`src/rtl/mdio_phy_responder.sv`:
```
// Clause-22 MDIO responder (PHY side): oversamples MDC/MDIO on clk and turns
// management frames into local register read/write strobes.
//
// state | meaning
// PRE   | counting preamble ones; a 0 after a full preamble is ST bit 0
// ST    | expecting ST bit 1
// OP    | 2 opcode bits (10 read, 01 write)
// PHYAD | 5 PHY address bits
// REGAD | 5 register address bits; read strobe on the last one
// TA    | turnaround; checked on writes, driven 0 on matched reads
// DATA  | 16 data bits, shifted in (write) or driven out (read)
// REL   | matched read done; release MDIO on the next MDC fall
module mdio_phy_responder #(
    parameter logic [4:0] PHY_ADDR      = 5'd1,
    parameter int         PREAMBLE_BITS = 32
) (
    input  logic        clk,
    input  logic        reset,
    input  logic        mdc,
    input  logic        mdio_in,
    output logic        mdio_out,
    output logic        mdio_oe,
    output logic [4:0]  reg_addr,
    output logic        reg_rd,
    input  logic [15:0] reg_rdata,
    output logic        reg_wr,
    output logic [15:0] reg_wdata,
    output logic        busy,
    output logic        frame_err
);

    localparam logic [5:0] PRE_MAX = 6'(PREAMBLE_BITS);

    typedef enum logic [2:0] {
        S_PRE, S_ST, S_OP, S_PHYAD, S_REGAD, S_TA, S_DATA, S_REL
    } state_t;

    state_t      state_q, state_d;
    logic        mdc_m_q, mdc_m_d, mdc_s_q, mdc_s_d, mdc_p_q, mdc_p_d;
    logic        mdio_m_q, mdio_m_d, mdio_s_q, mdio_s_d;
    logic [5:0]  pre_cnt_q, pre_cnt_d;
    logic [3:0]  bit_cnt_q, bit_cnt_d;
    logic [15:0] sh_q, sh_d;
    logic        is_rd_q, is_rd_d, match_q, match_d, rd_cap_q, rd_cap_d;
    logic        mdio_out_q, mdio_out_d, mdio_oe_q, mdio_oe_d;
    logic [4:0]  reg_addr_q, reg_addr_d;
    logic        reg_rd_q, reg_rd_d, reg_wr_q, reg_wr_d;
    logic [15:0] reg_wdata_q, reg_wdata_d;
    logic        busy_q, busy_d, frame_err_q, frame_err_d;

    logic        rise, fall, drive;
    logic [15:0] sh_in;

    always_comb begin
        mdc_m_d     = mdc;
        mdc_s_d     = mdc_m_q;
        mdc_p_d     = mdc_s_q;
        mdio_m_d    = mdio_in;
        mdio_s_d    = mdio_m_q;
        state_d     = state_q;
        pre_cnt_d   = pre_cnt_q;
        bit_cnt_d   = bit_cnt_q;
        sh_d        = sh_q;
        is_rd_d     = is_rd_q;
        match_d     = match_q;
        rd_cap_d    = reg_rd_q;
        mdio_out_d  = mdio_out_q;
        mdio_oe_d   = mdio_oe_q;
        reg_addr_d  = reg_addr_q;
        reg_rd_d    = 1'b0;
        reg_wr_d    = 1'b0;
        reg_wdata_d = reg_wdata_q;
        frame_err_d = 1'b0;

        rise  = mdc_s_q & ~mdc_p_q;
        fall  = ~mdc_s_q & mdc_p_q;
        drive = is_rd_q & match_q;
        sh_in = {sh_q[14:0], mdio_s_q};

        // Read data arrives one clk after the strobe; no MDC edge can be this close.
        if (rd_cap_q) begin
            sh_d = reg_rdata;
        end

        if (rise) begin
            case (state_q)
                S_PRE: begin
                    if (mdio_s_q) begin
                        if (pre_cnt_q != PRE_MAX) pre_cnt_d = pre_cnt_q + 6'd1;
                    end else if (pre_cnt_q == PRE_MAX) begin
                        state_d   = S_ST;
                        pre_cnt_d = 6'd0;
                    end else begin
                        pre_cnt_d = 6'd0;
                    end
                end
                S_ST: begin
                    if (mdio_s_q) begin
                        state_d   = S_OP;
                        bit_cnt_d = 4'd1;
                    end else begin
                        state_d     = S_PRE;
                        frame_err_d = 1'b1;
                    end
                end
                S_OP: begin
                    sh_d = sh_in;
                    if (bit_cnt_q == 4'd0) begin
                        state_d   = S_PHYAD;
                        bit_cnt_d = 4'd4;
                        case (sh_in[1:0])
                            2'b10:   is_rd_d = 1'b1;
                            2'b01:   is_rd_d = 1'b0;
                            default: begin
                                state_d     = S_PRE;
                                frame_err_d = 1'b1;
                            end
                        endcase
                    end else begin
                        bit_cnt_d = bit_cnt_q - 4'd1;
                    end
                end
                S_PHYAD: begin
                    sh_d = sh_in;
                    if (bit_cnt_q == 4'd0) begin
                        match_d   = (sh_in[4:0] == PHY_ADDR);
                        state_d   = S_REGAD;
                        bit_cnt_d = 4'd4;
                    end else begin
                        bit_cnt_d = bit_cnt_q - 4'd1;
                    end
                end
                S_REGAD: begin
                    sh_d = sh_in;
                    if (bit_cnt_q == 4'd0) begin
                        reg_addr_d = sh_in[4:0];
                        reg_rd_d   = is_rd_q & match_q;
                        state_d    = S_TA;
                        bit_cnt_d  = 4'd1;
                    end else begin
                        bit_cnt_d = bit_cnt_q - 4'd1;
                    end
                end
                S_TA: begin
                    // Write turnaround must read 1 then 0; bit_cnt_q[0] is exactly that.
                    if (!is_rd_q && (mdio_s_q != bit_cnt_q[0])) begin
                        state_d     = S_PRE;
                        frame_err_d = 1'b1;
                    end else if (bit_cnt_q == 4'd0) begin
                        state_d   = S_DATA;
                        bit_cnt_d = 4'd15;
                    end else begin
                        bit_cnt_d = bit_cnt_q - 4'd1;
                    end
                end
                S_DATA: begin
                    if (!is_rd_q) sh_d = sh_in;
                    if (bit_cnt_q == 4'd0) begin
                        if (!is_rd_q && match_q) begin
                            reg_wr_d    = 1'b1;
                            reg_wdata_d = sh_in;
                        end
                        state_d = drive ? S_REL : S_PRE;
                    end else begin
                        bit_cnt_d = bit_cnt_q - 4'd1;
                    end
                end
                default: ;
            endcase
        end

        if (fall) begin
            case (state_q)
                S_TA: begin
                    if (drive && bit_cnt_q == 4'd0) begin
                        mdio_oe_d  = 1'b1;
                        mdio_out_d = 1'b0;
                    end
                end
                S_DATA: begin
                    if (drive) begin
                        mdio_oe_d  = 1'b1;
                        mdio_out_d = sh_q[15];
                        sh_d       = {sh_q[14:0], 1'b0};
                    end
                end
                S_REL: begin
                    mdio_oe_d  = 1'b0;
                    mdio_out_d = 1'b0;
                    state_d    = S_PRE;
                end
                default: ;
            endcase
        end

        busy_d = (state_d != S_PRE);
    end

    always_ff @(posedge clk or posedge reset) begin
        if (reset) begin
            mdc_m_q     <= 1'b0;
            mdc_s_q     <= 1'b0;
            mdc_p_q     <= 1'b0;
            mdio_m_q    <= 1'b0;
            mdio_s_q    <= 1'b0;
            state_q     <= S_PRE;
            pre_cnt_q   <= 6'd0;
            bit_cnt_q   <= 4'd0;
            sh_q        <= 16'd0;
            is_rd_q     <= 1'b0;
            match_q     <= 1'b0;
            rd_cap_q    <= 1'b0;
            mdio_out_q  <= 1'b0;
            mdio_oe_q   <= 1'b0;
            reg_addr_q  <= 5'd0;
            reg_rd_q    <= 1'b0;
            reg_wr_q    <= 1'b0;
            reg_wdata_q <= 16'd0;
            busy_q      <= 1'b0;
            frame_err_q <= 1'b0;
        end else begin
            mdc_m_q     <= mdc_m_d;
            mdc_s_q     <= mdc_s_d;
            mdc_p_q     <= mdc_p_d;
            mdio_m_q    <= mdio_m_d;
            mdio_s_q    <= mdio_s_d;
            state_q     <= state_d;
            pre_cnt_q   <= pre_cnt_d;
            bit_cnt_q   <= bit_cnt_d;
            sh_q        <= sh_d;
            is_rd_q     <= is_rd_d;
            match_q     <= match_d;
            rd_cap_q    <= rd_cap_d;
            mdio_out_q  <= mdio_out_d;
            mdio_oe_q   <= mdio_oe_d;
            reg_addr_q  <= reg_addr_d;
            reg_rd_q    <= reg_rd_d;
            reg_wr_q    <= reg_wr_d;
            reg_wdata_q <= reg_wdata_d;
            busy_q      <= busy_d;
            frame_err_q <= frame_err_d;
        end
    end

    assign mdio_out  = mdio_out_q;
    assign mdio_oe   = mdio_oe_q;
    assign reg_addr  = reg_addr_q;
    assign reg_rd    = reg_rd_q;
    assign reg_wr    = reg_wr_q;
    assign reg_wdata = reg_wdata_q;
    assign busy      = busy_q;
    assign frame_err = frame_err_q;

endmodule

```
`config.mk`:
```
export PLATFORM = sky130hd
export DESIGN_NAME = mdio_phy_responder
export DESIGN_NICKNAME = d
export VERILOG_FILES = /design/src/rtl/mdio_phy_responder.sv
export SDC_FILE = /design/constraint.sdc
export NUM_CORES = 1
export LEC_CHECK = 0
export BUFFER_PORTS_ARGS = -buffer_cell sky130_fd_sc_hd__buf_2
export CORE_UTILIZATION = 53
export DETAILED_ROUTE_END_ITERATION = 6
export GPL_ROUTABILITY_DRIVEN = 0
export PLACE_DENSITY = 0.78
export SETUP_SLACK_MARGIN = 0.3
export SLEW_MARGIN = 20
export SYNTH_ARGS = -nofsm -noshare
export SYNTH_HDL_FRONTEND = slang
export SYNTH_SLANG_ARGS = --single-unit
```
`constraint.sdc`:
```
create_clock -name clk -period 4.27 [get_ports clk]
set_clock_uncertainty 0.2 [all_clocks]
set_input_delay 0.2135 -clock clk [delete_from_list [all_inputs] [get_ports clk]]
set_output_delay 0.2135 -clock clk [all_outputs]
set_load 0.01 [all_outputs]
```
==> Yosys cells after proc, flatten, opt, wreduce, memory -nomap -nowiden <==
Cells that the tools add are included.
{ "totals": {"ff_bits": 64, "wordCells": 117} }
{ "op_classes": {"add_sub_neg": 2, "eq_ne": 19, "muxes": 51, "n_bitwise": 5, "n_reduce_logical": 20} }
{ "op_table": {"columns": ["operator", "count"], "rows": [
  ["2-to-1 mux 16 bit", 6],
  ["2-to-1 mux 3 bit", 12],
  ["case mux 16 bit (2 select lines)", 1],
  ["2-to-1 mux 4 bit", 6],
  ["case mux 3 bit (7 select lines)", 1],
  ["case mux 4 bit (5 select lines)", 1],
  ["2-to-1 mux 1 bit", 16],
  ["equality test 3 bit (second input constant)", 4],
  ["2-to-1 mux 6 bit", 2],
  ["AND reduction 4 bit", 3],
  ["!= test 2 bit (second input constant)", 5],
  ["case mux 1 bit (3 select lines)", 3],
  ["AND reduction 3 bit", 3],
  ["adder 6 x 1 -> 6 bit (second input constant)", 1],
  ["equality test 3 x 2 -> 1 bit (second input constant)", 2],
  ["equality test 6 bit (second input constant)", 1],
  ["!= test 6 bit (second input constant)", 1],
  ["nonzero test 3 bit", 2],
  ["equality test 5 x 1 -> 1 bit (second input constant)", 1],
  ["AND reduction 5 bit", 1],
  ["nonzero test 5 bit", 1],
  ["zero test 4 bit", 1],
  ["2-to-1 mux 2 bit", 2],
  ["OR reduction 2 bit", 2],
  ["14 further kinds", 19]
]} }

==> Logic depth before layout (Yosys ltp) <==
{ "logic_depth": {"ltp_word": 9, "mapped_depth": 8, "mapped_depth_nobuf": 7} }

==> Worst setup path before layout <==
Ideal clock, no wire load.
{ "synth_path": {"kind": "reg-to-reg", "from": "reg bit_cnt_q[0]", "to": "reg reg_wdata_q[0] (netlist: reg_wdata[0])", "t_arrival_ns": 2.075, "slack_ns": 1.870, "path_stages_with_launch": 8, "path_buffers": 2, "period_less_slack_ns": 2.400, "path_cell_list": "dfrtp_1 -> inv_1 -> ha_1 -> or3b_1 -> buf_2 -> nor4_4 -> buf_6 -> mux2_2"} }
{ "synth_via": {"elab_chain_cells": 2} }
{ "synth_lines": {"columns": ["item", "line", "source"], "rows": [
  ["from (decl)", "42", "logic [3:0] bit_cnt_q, bit_cnt_d;"],
  ["from (signal assigned)", "229", "bit_cnt_q <= bit_cnt_d;"],
  ["zero test 4 bit", "158", "if (bit_cnt_q == 4'd0) begin"],
  ["AND reduction 4 bit (no line)", null, null],
  ["to (signal assigned)", "239", "reg_wdata_q <= reg_wdata_d;"],
  ["to (decl)", "48", "logic [15:0] reg_wdata_q, reg_wdata_d;"]
]} }
No other way between the ends.
A chain may end at the register's enable or synchronous reset.

==> Final worst setup path <==
{ "layout_path": {"from": "reg bit_cnt_q[0]", "to": "reg reg_wdata_q[11] (netlist: reg_wdata[11])"} }
The elaborated chain is that of the path after synthesis.

==> run metrics <==
status=finished, final reports clean; sequential share of power=between 40% and 50%; Post-Syn Area=3140 um^2; Routed Antenna Nets=0; Slew Limit Fails=0; Comb power frac=5.3%; cells along the critical path=inv_1 > ha_1 > or3b_1 > nor4_4 > mux2_2; measured slew at the worst slew-check pin=1060 ps; multi-input logic area=between 1000 and 1500 um^2; reg-to-reg slack, setup=approximately 1400 ps; sequential-to-total area share from yosys stat=between 50% and 60%; initial DRC count=290; DRC=0; Sw Ratio=between 20% and 30%; Buffers on Ports=46; H-tree depth=3; post-layout min period=approximately 2900 ps; final non-filler cell area=3780 um^2; Reg clk slew, reported paths=70 ps; synth top area cells=dfrtp_1 (51%), mux2_2 (9.3%), mux2i_1 (5.7%); Post-synth ARST share=100%; grt ovf=0; Die Area=approximately 6200 um^2; Synth Instances=297; Core ar.=5610 um^2; worst min-delay path category=in -> reg; # Max-Cap Violations=0; # diodes=0; Hold Startpoint=reg_rdata[11]; CTS buffer count=9; kind of critical path=reg -> reg; WHS Endpoint=sh_q[11]; Worst slew margin=between 20% and 30%; Register Area=1600 um^2; fillcell total=roughly 460; nets@finish=between 300 and 400; Final Hold Fails=0; number of antenna violations at the first check in global routing=0; Clk network pwr share=a little under half; Reg2Reg Capture Point=reg_wdata[11]; Clock Path Buffers=2; reg2reg path depth=5; worst path required time=about 4300 ps; CP startpoint kind=flip-flop; Clock Latency Late Sink=between 300 and 400 ps; Initial Util=56.0%; CTS Root Cell=clkbuf_8; share of cells above drive strength 1=about 27%; Post-DP HPWL=4.45 mm; first-pass GRT wire length=11.8 mm; max incr delay on CP=900 ps; width of the die=approximately 79 um; Worst Path Arrival=slightly below 3000 ps; Avg WL per Cell=around 16 um; post-synth top area cell=dfrtp_1; P_sw=roughly 0.0003 W; Post-synth EDFFs=0; vias in the first global route=between 2,000 and 2,500; crit end category=flip-flop; Yosys cell types=45; First-pass DRT Iterations=4; Max Fanout on Critical Path=16; area grow syn2layout=20.4%; Area after DPL=~3400 um^2; All-Layer GR Usage=around a quarter; VDD IR max=~0.28 mV; share of Yosys cell area claimed by the top area cell type=approximately half; Synth warnings=0; Final Hold Slack=between 20 and 30 ps; IO Pins=between 40 and 50; Syn Nets=between 300 and 400; most frequent cell after synthesis=dfrtp_1; synth cell count leaders=dfrtp_1 (64), nor2_1 (28), mux2_2 (26); Finished Core Util=approximately two thirds; PwrDens=roughly 340 nW/um^2; total wire length=around 6.9 mm; placed insts=397; Hold Path Cell Cnt=3; Post-Layout Cell Count=430; Slowest-stage cell, CP=nor4_4; cell row count=27; fmax=around 350 MHz; #FFs+latches synth=64; Leak=around 1.7 nW; Via density=5.73; Setup violations, final=0; CTS tree=yes; Top FF cell, synth=dfrtp_1; RSZ-0062 raised after global routing=false; final setup TNS=0 ps; Die Y=~79 um; fin crit share=between 60% and 70%; via count=between 2,000 and 2,500; P_int=~0.001 W; syn_area_per_cell=between 10 and 15 um^2; Clock Sink Count=64; Reg2Reg Launch Point=bit_cnt_q[0]; largest net degree at the start of global routing=between 60 and 70
## worst max-delay path: cells and delay by family (launching register included)
family	cells	cell delay, ps
fa+ha+maj	1	210
mux	1	420
buf+inv	1	110
flops	1	430
simple gates	2	1380
## sequential cells by signal, summed over array words and instances, names as in the netlist
register	count
mdio_oe	1
state_q	3
sh_q	16
mdc_m_q	1
bit_cnt_q	4
frame_err	1
mdc_p_q	1
mdio_out	1
busy	1
pre_cnt_q	6
mdio_s_q	1
reg_addr	5
match_q	1
rd_cap_q	1
mdio_m_q	1
mdc_p_d	1
reg_wr	1
reg_rd	1
reg_wdata	16
is_rd_q	1
## area by class of cell
| class | count | area share [%] |
|---|---|---|
| repair buffers | 65 | 11.0 |
| flip-flops and latches | 64 | 42.4 |
| inverters | 13 | 1.29 |
| clock buffers | 9 | 3.28 |
| well taps | 72 | 2.38 |
| multi-input cells | 200 | 37.2 |
| clock inverters | 7 | 2.52 |
## power by group through the flow
stage          combinational [W]  clock, W  sequential [W]
4_1_cts                0.0000692  0.000589        0.000633
2_1_floorplan          0.0000411         0        0.000639
5_1_grt                0.0000784  0.000618        0.000636
3_3_place_gp           0.0000547         0        0.000644
3_5_place_dp           0.0000569         0        0.000645
6_report               0.0000684  0.000578        0.000634
## worst max-delay path by stage
stage / to / cells after the start / start
2_1_floorplan: reg_wdata[0] / 7 / bit_cnt_q[0]
3_3_place_gp: reg_wdata[7] / 5 / bit_cnt_q[0]
3_5_place_dp: reg_wdata[2] / 5 / bit_cnt_q[0]
4_1_cts: reg_wdata[2] / 5 / bit_cnt_q[0]
5_1_grt: reg_wdata[11] / 5 / bit_cnt_q[0]
6_report: reg_wdata[11] / 5 / bit_cnt_q[0]
## per-stage QoR
step	setup WS, ps	power, W
floorplan	1870	0.000680
global placement	1480	0.000699
detailed placement	1380	0.000702
CTS	1400	0.00129
global route	1270	0.00133
finish	1400	0.00128
## per-layer routing
layer	wire (um)	vias up	GRT usage [%]
met5	0	-	0
met4	117	0	10.9
met3	388	14	8.39
met2	3340	81	39.6
met1	3020	1192	31.2
li1	-	1175	-
## cells in the final DEF, fill, tap and decap left out, types with 2 or more instances in the layout
master,n
o211ai_1,4
or3_1,2
o21ai_0,14
bufinv_16,2
mux2_2,26
nor4_1,5
a21oi_1,23
a21o_1,3
nand2b_1,6
inv_1,12
ha_1,4
nor2b_1,3
a31oi_1,2
buf_2,46
clkbuf_8,9
buf_4,2
nand4_1,4
mux2i_1,18
xnor2_1,2
o22ai_1,3
nand2_1,16
nand3b_1,2
dfrtp_1,64
a22o_1,5
nor3_1,3
nand3_1,7
nor4b_1,2
clkinv_2,2
nor3b_1,2
dlygate4sd3_1,17
nor2_1,27
## repair_timing
action                                 in CTS  in global routing
buffers inserted                            0                  0
endpoints found under the hold margin      80                  0
hold buffers                               17                  0
gates resized for setup                     0                  0
## cell families (layout without fill, tap and decap cells)
family                     after synthesis  after routing  synth area share (%)
and+or+nand+nor                         87             87                  14.6
DFF                                     64             64                  51.0
AOI/OAI and AO/OA                       63             63                  12.7
muxes                                   44             44                  15.1
buffers and inverters                   33             94                  4.50
adders and majority gates                4              4                  1.59
xor gates and xnor gates                 2              2                 0.558
Note: power is estimated with default switching activity, not from simulation.
